**config.mk**
```make
export PLATFORM = sky130hd
export DESIGN_NAME = reg_writeback
export DESIGN_NICKNAME = d
export VERILOG_FILES = /design/src/rtl/reg_writeback.sv
export SDC_FILE = /design/constraint.sdc
export NUM_CORES = 1
export LEC_CHECK = 0
export BUFFER_PORTS_ARGS = -buffer_cell sky130_fd_sc_hd__clkbuf_2
export CORE_MARGIN = 1
export CORE_UTILIZATION = 49
export CTS_CLUSTER_SIZE = 16
export DETAILED_ROUTE_END_ITERATION = 8
export GPL_TIMING_DRIVEN = 0
export PLACE_DENSITY = 0.9
export SLEW_MARGIN = 5
export SYNTH_ARGS = -nofsm -noshare
export SYNTH_HDL_FRONTEND = slang
export SYNTH_SLANG_ARGS = --single-unit
```
**constraint.sdc**
```tcl
create_clock -name clk -period 1.9 [get_ports clk]
set_input_delay 0.19 -clock clk [delete_from_list [all_inputs] [get_ports clk]]
set_output_delay 0.19 -clock clk [all_outputs]
set_load 0.01 [all_outputs]
```
**src/rtl/reg_writeback.sv**
```systemverilog
//-----------------------------------------------------------------------------
// reg_writeback
//
// Writeback stage feeding the single write port of the 16x32 register file.
// Each cycle it picks one of two producers (ALU results and memory-load
// results), registers the winner onto write_addr/write_data, and keeps a
// scoreboard of registers that are waiting on an outstanding load.
//
// Arbitration: memory normally wins a conflict, but the ALU is guaranteed
// a win after STARVE_LIMIT consecutive losses. An ALU result whose
// destination has a load outstanding is held back (WAW guard) so the late
// load cannot overwrite a newer ALU value.
//
// Parameters:
//   STARVE_LIMIT  consecutive conflict losses before the ALU is forced to
//                 win one cycle (1..15)
//
// Ports:
//   clk          clock, all state updates on rising edge
//   rst          synchronous active-high reset
//   alu_valid    ALU result available
//   alu_ready    ALU result accepted this cycle (with alu_valid)
//   alu_addr     ALU destination register
//   alu_data     ALU result value
//   mem_valid    load result available
//   mem_ready    load result accepted this cycle (with mem_valid)
//   mem_addr     load destination register
//   mem_data     load result value
//   issue_valid  load being issued to memory, marks destination pending
//   issue_ready  issue permitted (destination not already pending)
//   issue_addr   destination register of issuing load
//   pending      scoreboard, bit n set = load to rn outstanding, bit 0 is 0
//   write_addr   register file write address, 0 when idle
//   write_data   register file write data (holds when idle)
//
// Optional feature, macro WB_PRIV_CHECK_EN:
//   kernel_mode  input, privileged context
//   priv_fault   output, pulses for the slot of a suppressed write to r12..r15
//                made outside kernel mode
//-----------------------------------------------------------------------------
module reg_writeback #(
   parameter int unsigned STARVE_LIMIT = 3
) (
   input  logic        clk,
   input  logic        rst,
   input  logic        alu_valid,
   output logic        alu_ready,
   input  logic [3:0]  alu_addr,
   input  logic [31:0] alu_data,
   input  logic        mem_valid,
   output logic        mem_ready,
   input  logic [3:0]  mem_addr,
   input  logic [31:0] mem_data,
   input  logic        issue_valid,
   output logic        issue_ready,
   input  logic [3:0]  issue_addr,
   output logic [15:0] pending,
`ifdef WB_PRIV_CHECK_EN
   input  logic        kernel_mode,
   output logic        priv_fault,
`endif
   output logic [3:0]  write_addr,
   output logic [31:0] write_data
);

   localparam logic [3:0] StarveMax = 4'(STARVE_LIMIT);

   logic [3:0]  writeAddr_q, writeAddr_d;
   logic [31:0] writeData_q, writeData_d;
   logic [15:0] pending_q, pending_d;
   logic [3:0]  starveCnt_q, starveCnt_d;
`ifdef WB_PRIV_CHECK_EN
   logic        privFault_q, privFault_d;
   logic        privViolation;
`endif

   logic        aluOk;
   logic        memWins;
   logic        aluWins;
   logic        memFire;
   logic        aluFire;
   logic        anyFire;
   logic [3:0]  winAddr;
   logic [31:0] winData;

   // An ALU result may only compete when no load is still headed for the
   // same register; otherwise the load would later clobber the ALU value.
   // Memory takes a conflict unless the ALU has already lost STARVE_LIMIT
   // times in a row.
   always_comb begin
      aluOk   = alu_valid && !pending_q[alu_addr];
      memWins = mem_valid && !(aluOk && (starveCnt_q == StarveMax));
      aluWins = aluOk && !memWins;
   end

   // Handshakes are suppressed during reset so no producer thinks its
   // result was consumed while the stage is being cleared.
   always_comb begin
      mem_ready   = !rst && memWins;
      alu_ready   = !rst && aluWins;
      issue_ready = !rst && !pending_q[issue_addr];
      memFire     = mem_ready;
      aluFire     = alu_ready;
      anyFire     = memFire || aluFire;
      winAddr     = memFire ? mem_addr : alu_addr;
      winData     = memFire ? mem_data : alu_data;
   end

`ifdef WB_PRIV_CHECK_EN
   // Registers r12..r15 are reserved for kernel context; a user-mode write
   // there is consumed (so the producer does not stall) but never lands.
   always_comb begin
      privViolation = anyFire && (winAddr >= 4'd12) && !kernel_mode;
   end
`endif

   // Write port next state: a winner is presented for exactly one cycle,
   // otherwise the address drops to r0 (idle) and the data bus holds so it
   // does not toggle needlessly. A suppressed privileged write also leaves
   // the data bus alone so the value is not exposed.
   always_comb begin
      writeAddr_d = 4'd0;
      writeData_d = writeData_q;
`ifdef WB_PRIV_CHECK_EN
      privFault_d = privViolation;
      if (anyFire && !privViolation) begin
         writeAddr_d = winAddr;
         writeData_d = winData;
      end
`else
      if (anyFire) begin
         writeAddr_d = winAddr;
         writeData_d = winData;
      end
`endif
   end

   // Scoreboard next state: a retiring load clears its bit, then a new
   // issue sets its bit. Issue of a register that is already pending is
   // blocked by issue_ready, and r0 is never tracked because writes to it
   // are discarded anyway.
   always_comb begin
      pending_d = pending_q;
      if (memFire) begin
         pending_d[mem_addr] = 1'b0;
      end
      if (issue_valid && issue_ready && (issue_addr != 4'd0)) begin
         pending_d[issue_addr] = 1'b1;
      end
      pending_d[0] = 1'b0;
   end

   // Starvation counter: counts consecutive conflicts lost by the ALU and
   // saturates at the limit, which is what grants the ALU its forced win.
   // Any cycle without such a loss restarts the count.
   always_comb begin
      starveCnt_d = 4'd0;
      if (aluOk && mem_valid && memWins) begin
         starveCnt_d = (starveCnt_q == StarveMax) ? StarveMax
                                                  : starveCnt_q + 4'd1;
      end
   end

   // State registers with synchronous reset.
   always_ff @(posedge clk) begin
      if (rst) begin
         writeAddr_q <= 4'd0;
         writeData_q <= 32'd0;
         pending_q   <= 16'd0;
         starveCnt_q <= 4'd0;
`ifdef WB_PRIV_CHECK_EN
         privFault_q <= 1'b0;
`endif
      end else begin
         writeAddr_q <= writeAddr_d;
         writeData_q <= writeData_d;
         pending_q   <= pending_d;
         starveCnt_q <= starveCnt_d;
`ifdef WB_PRIV_CHECK_EN
         privFault_q <= privFault_d;
`endif
      end
   end

   assign write_addr = writeAddr_q;
   assign write_data = writeData_q;
   assign pending    = pending_q;
`ifdef WB_PRIV_CHECK_EN
   assign priv_fault = privFault_q;
`endif

endmodule
```
# Word-level counts from Yosys, hierarchy flattened
# Index checks and enable logic that the tools add are counted.
# Widths: inputs -> output; s select.
word_totals:
  ff_bits: 56
  mem_bits_ro: 0
  latchBits: 0
  elab_cells: 54
  n_memories: 0
  ram_bits: 0
  out_inout_bits: 55
op_classes:
  n_addsub: 1
  mul: 0
  bitwise_logic: 5
  muxes: 13
  div: 0
  reduce_logical: 23
  shift: 0
  magnitude_cmp: 5
  eq_ne: 1
ops:
  columns: ["op", "n"]
  rows:
  - ["$mux 16", 2]
  - ["$mux 32", 1]
  - ["$and 16x16->16", 1]
  - ["$not 16->16", 1]
  - ["$or 16x16->16", 1]
  - ["$lt 4x5->1 const B", 3]
  - ["$logic_and 1x1->1", 13]
  - ["$bmux 1 s4", 2]
  - ["$demux 1 s4", 2]
  - ["$ge 4x1->1 const B", 2]
  - ["$logic_not 1->1", 5]
  - ["$add 4x1->4 const B", 1]
  - ["$eq 4x2->1 const B", 1]
  - ["$mux 1", 4]
  - ["$mux 4", 1]
  - ["$reduce_bool 4->1", 1]
  - ["$reduce_or 2->1", 2]
  - ["$reduce_or 3->1", 1]
  - ["$mux 2", 1]
  - ["$not 1->1", 2]
  - ["$logic_or 1x1->1", 1]

# Logic depth before layout (Yosys ltp)
depth:
  word_depth: 13
  depth_mapped: 8

# Worst setup path before layout
# No wires, ideal clock.
synth_path:
  path_kind: "input-to-output"
  from: "in issue_addr[0]"
  to: "out issue_ready"
  setup_slack_ps: 44
  required_ps: 1710
  t_arrival_ps: 1666
  path_buffers: 1
  stages: 4
  cell_sequence: "clkbuf_1 -> mux4_2 -> mux4_2 -> nor2_1"
synth_between:
  elab_chain_len: 4
synth_lines:
  columns: ["item", "line", "source"]
  rows:
  - ["start, declared", "56", "input logic [3:0] issue_addr,"]
  - ["$bmux 1 s4", "101", "issue_ready = !rst && !pending_q[issue_addr];"]
  - ["$mux 1 (implied by the code)", "101", null]
  - ["$logic_not 1->1", "101", null]
  - ["$logic_and 1x1->1", "101", null]
  - ["end, declared", "55", "output logic issue_ready,"]
# Every way passes these cells. The select of a mux whose other input is x is not followed.

# Worst setup path in the final report
layout_path:
  from: "reg pending_q[8], in the netlist pending[8]"
  to: "out mem_ready"
layout_between:
  elab_chain_len: 8
layout_lines:
  columns: ["item", "line", "source"]
  rows:
  - ["start, declared", "70", "logic [15:0] pending_q, pending_d;"]
  - ["start signal, assigned", "177", "pending_q <= pending_d;"]
  - ["$bmux 1 s4", "91", "aluOk = alu_valid && !pending_q[alu_addr];"]
  - ["$mux 1 (implied by the code)", "91", null]
  - ["$logic_not 1->1", "91", null]
  - ["$logic_and 1x1->1", "91", null]
  - ["$logic_and 1x1->1", "92", "memWins = mem_valid && !(aluOk && (starveCnt_q == StarveMax));"]
  - ["$logic_not 1->1", "92", null]
  - ["$logic_and 1x1->1", "92", null]
  - ["$logic_and 1x1->1", "99", "mem_ready = !rst && memWins;"]
  - ["end, declared", "51", "output logic mem_ready,"]
# Every way passes these cells. The select of a mux whose other input is x is not followed.

==> summary.md <==
| Metric | Value |
|---|---|
| Top cell type's share of synthesized area | `between 30% and 40%` |
| Routed wire length | `between 10000 and 15000 um` |
| Static leakage | `about 2.0 nW` |
| Synth area leaders | `dfxtp_1 33%, a311oi_2 13%, a211oi_1 7.3%` |
| Total GRT Usage | `roughly a third` |
| Max cap viols | `0` |
| Nets | `587` |
| R2r worst-path depth | `10` |
| Min-Delay Endpoint | `write_data[22]$_SDFFE_PP0P_` |
| TritonCTS Sinks | `between 50 and 60` |
| Pwr Total | `between 2 and 3 mW` |
| Crit-path max FO | `2` |
| Share of cells above drive strength 1 | `a little under 60%` |
| Mapped Cells | `approximately 340` |
| Failing checks | `DRC, setup timing` |
| Clk_skew | `~0.024 ns` |
| Most common cell after layout, fill and taps aside | `clkbuf_2` |
| # rows | `29` |
| Element type at the critical path end | `output pin` |
| Initial core utilization | `between 50% and 60%` |
| Drt pass-1 iters | `7` |
| Worst r2r dst | `write_data[16]$_SDFFE_PP0P_` |
| Max-slew headroom | `between 30% and 40%` |
| Syn-to-layout area delta | `53.4%` |
| 1st-iter DRT viols | `approximately 350` |
| Placer Congestion | `about 0.95` |
| Pwr Density | `approximately 560 nW/um^2` |
| Non-filler cells, final | `583` |
| Final hold viol count | `0` |
| Placed inst area | `4040 sq um` |
| Worst-path cell chain | `mux2_4 > a221oi_4 > a22oi_2 > buf_6 > o21ai_4 > buf_8 > nor2_4 > buf_6` |
| Slowest stage cell, crit path | `dfxtp_2` |
| Total nets after synthesis | `roughly 420` |
| Worst Hold Class | `in -> reg` |
| Number of remaining DRC errors | `18` |
| Maximum vdd drop | `between 0.3 and 0.4 mV` |
| Status | `finished with violations` |
| Crit path top cell by count | `buf_6` |
| Hold_sp | `alu_data[22]` |
| Root Driver | `clkbuf_8` |
| Via count | `around 4000` |
| Largest net degree at the start of global routing | `18` |
| Number of global-route vias before repair | `3808` |
| Setup ws final | `-0.325 ns` |
| Die area | `between 7000 and 8000 sq um` |
| Fmax | `449 MHz` |
| Slew @ Worst Pin | `0.917 ns` |
| Worst Setup Start Kind | `flop` |
| Commonest cells after routing, fill and taps aside | `128 x clkbuf_2, 41 x dfxtp_1, 31 x a311oi_2, 26 x nand3_1, 22 x a211oi_1` |
| Final Max Slew Viols | `0` |
| Top-Level Pins | `~140` |
| Input/output buffers | `around 130` |
| Reg2Reg Launch Point | `pending[4]$_SDFF_PP0_` |
| Core area | `about 6400 sq um` |
| R2R setup slack | `-0.32 ns` |
| Initial antenna violation count | `0` |
| CTS H-tree depth | `2` |
| Post-Route Utilization | `between 70 and 80%` |
| Synth Cell Area | `3290 sq um` |
| Syn_area_per_cell | `between 9 and 10 sq um` |
| Clk_lat worst skew | `0.33 ns` |
| Avg WL per Cell | `23.4 um` |
| CP peak stage delay | `approximately 0.35 ns` |
| Die H | `84.0 um` |
| CP Class | `reg -> out` |
| Post-DR vias/cell | `between 6 and 7` |
| RSZ-0062 raised after global routing | `yes` |
| Hold Crit Depth | `3` |
| Period utilisation layout | `117%` |
| GRT overflow | `0` |
| Hold_buf cts | `0` |
| Post-synth cell types | `37` |
| Data required, critical path | `about 1.7 ns` |
| TNS Setup | `-10.82 ns` |
| Final Critical Period | `roughly 2.2 ns` |
| Fin Hold WS | `around 0.15 ns` |
| Endpoints failing setup | `58` |
| Bufs on Longest Clock Path | `2` |
| Dpl cells | `545` |
| CTS Buf Count | `5` |
| Fin area | `about 5100 sq um` |
| Final antenna-violating net count | `0` |
| First-pass GRT wire length | `about 19000 um` |
| Ant diodes | `0` |
| Seq/Total Area, Yosys | `approximately 33%` |
| Fill count | `388` |
| Worst EP arrival | `2.04 ns` |
| Die width | `roughly 84 um` |
| Detailed Place HPWL | `between 7000 and 8000 um` |
| Flops & latches, synth | `55` |
| Yosys top cell by area | `dfxtp_1` |
| Ys Warns | `0` |
| CTS tree | `yes` |
| Dpl ws | `-0.361 ns` |
| CTS clk-pin slew, worst paths | `approximately 0.13 ns` |
flip-flops by register name, summed over array words and instances (netlist names):
signal       count
write_addr       4
starveCnt_q      4
pending         15
write_data      32
worst max path at each step:
stage	from	to	slack (ns)	cells past startpoint
floorplan	issue_addr[0]	issue_ready	0.04	4
global route	pending[4]$_SDFF_PP0_	write_data[16]$_SDFFE_PP0P_	-0.36	10
global placement	alu_addr[1]	mem_ready	-0.30	9
detailed placement	alu_addr[1]	mem_ready	-0.36	9
CTS	pending[8]$_SDFF_PP0_	mem_ready	-0.25	8
finish	pending[8]$_SDFF_PP0_	mem_ready	-0.33	8
layout make-up:
cell class,instances,area (sq um),share of cell area [%]
flip-flops and latches,55,1120,22.1
well taps,77,96.3,1.91
plain buffers,40,323,6.39
clock buffers,5,68.8,1.36
multi-input cells,236,2270,44.9
inverters,5,18.8,0.371
clock inverters,3,20.0,0.396
repair buffers,162,1140,22.5
critical path, delay by kind of cell (launching register included):
family | cells | cell delay, ns
buffers and inverters | 3 | 0.42
AO/OA/AOI/OAI | 3 | 0.63
flip-flops | 1 | 0.35
multiplexers | 1 | 0.29
AND/OR/NAND/NOR | 1 | 0.03
power by group:
group          leakage (nW)  switching [mW]  internal, mW
Clock                0.0402           0.433         0.259
Sequential            0.460          0.0506          1.22
Combinational          1.45           0.463         0.408
cell families after synthesis:
kind of cell,after synthesis,synth area share [%]
and+or+nand+nor,85,12.9
muxes,10,5.93
AOI/OAI and AO/OA,137,38.3
adders and majority gates,1,0.380
buffers and inverters,48,8.43
DFF,55,33.4
xor gates and xnor gates,2,0.532
other,1,0.114
repair_timing:
item | in CTS | in global routing
setup endpoints to repair | 45 | 58
setup buffers | 19 | 7
pin swaps | 31 | 51
cloned | 6 | 3
resized for setup | 83 | 72
cell usage after synthesis:
cell type	instances
dfxtp_1	55
nand3_1	35
o21ai_0	33
a211oi_1	32
a311oi_2	29
clkbuf_1	27
a32o_1	19
o211ai_1	15
nor2_1	13
buf_6	12
nor3_1	12
nand2_1	9
inv_1	5
nand2b_1	5
mux4_2	4
nor2b_1	4
a311oi_1	3
nor3b_1	3
and2_1	2
buf_2	2
mux2_2	2
mux2_4	2
mux4_1	2
a211oi_2	1
a21oi_1	1
a221oi_4	1
a22o_4	1
a22oi_2	1
and3_1	1
buf_4	1
clkbuf_2	1
conb_1	1
ha_1	1
nor4bb_1	1
o21ai_4	1
xnor2_1	1
xor2_1	1
layer usage:
layer | GRT usage (%) | wire length (um)
met1 | 40.5 | 4760
met2 | 58.4 | 6790
met3 | 6.13 | 1300
met4 | 17.2 | 775
met5 | 0 | 0
Power figures use the tool's default switching activity.
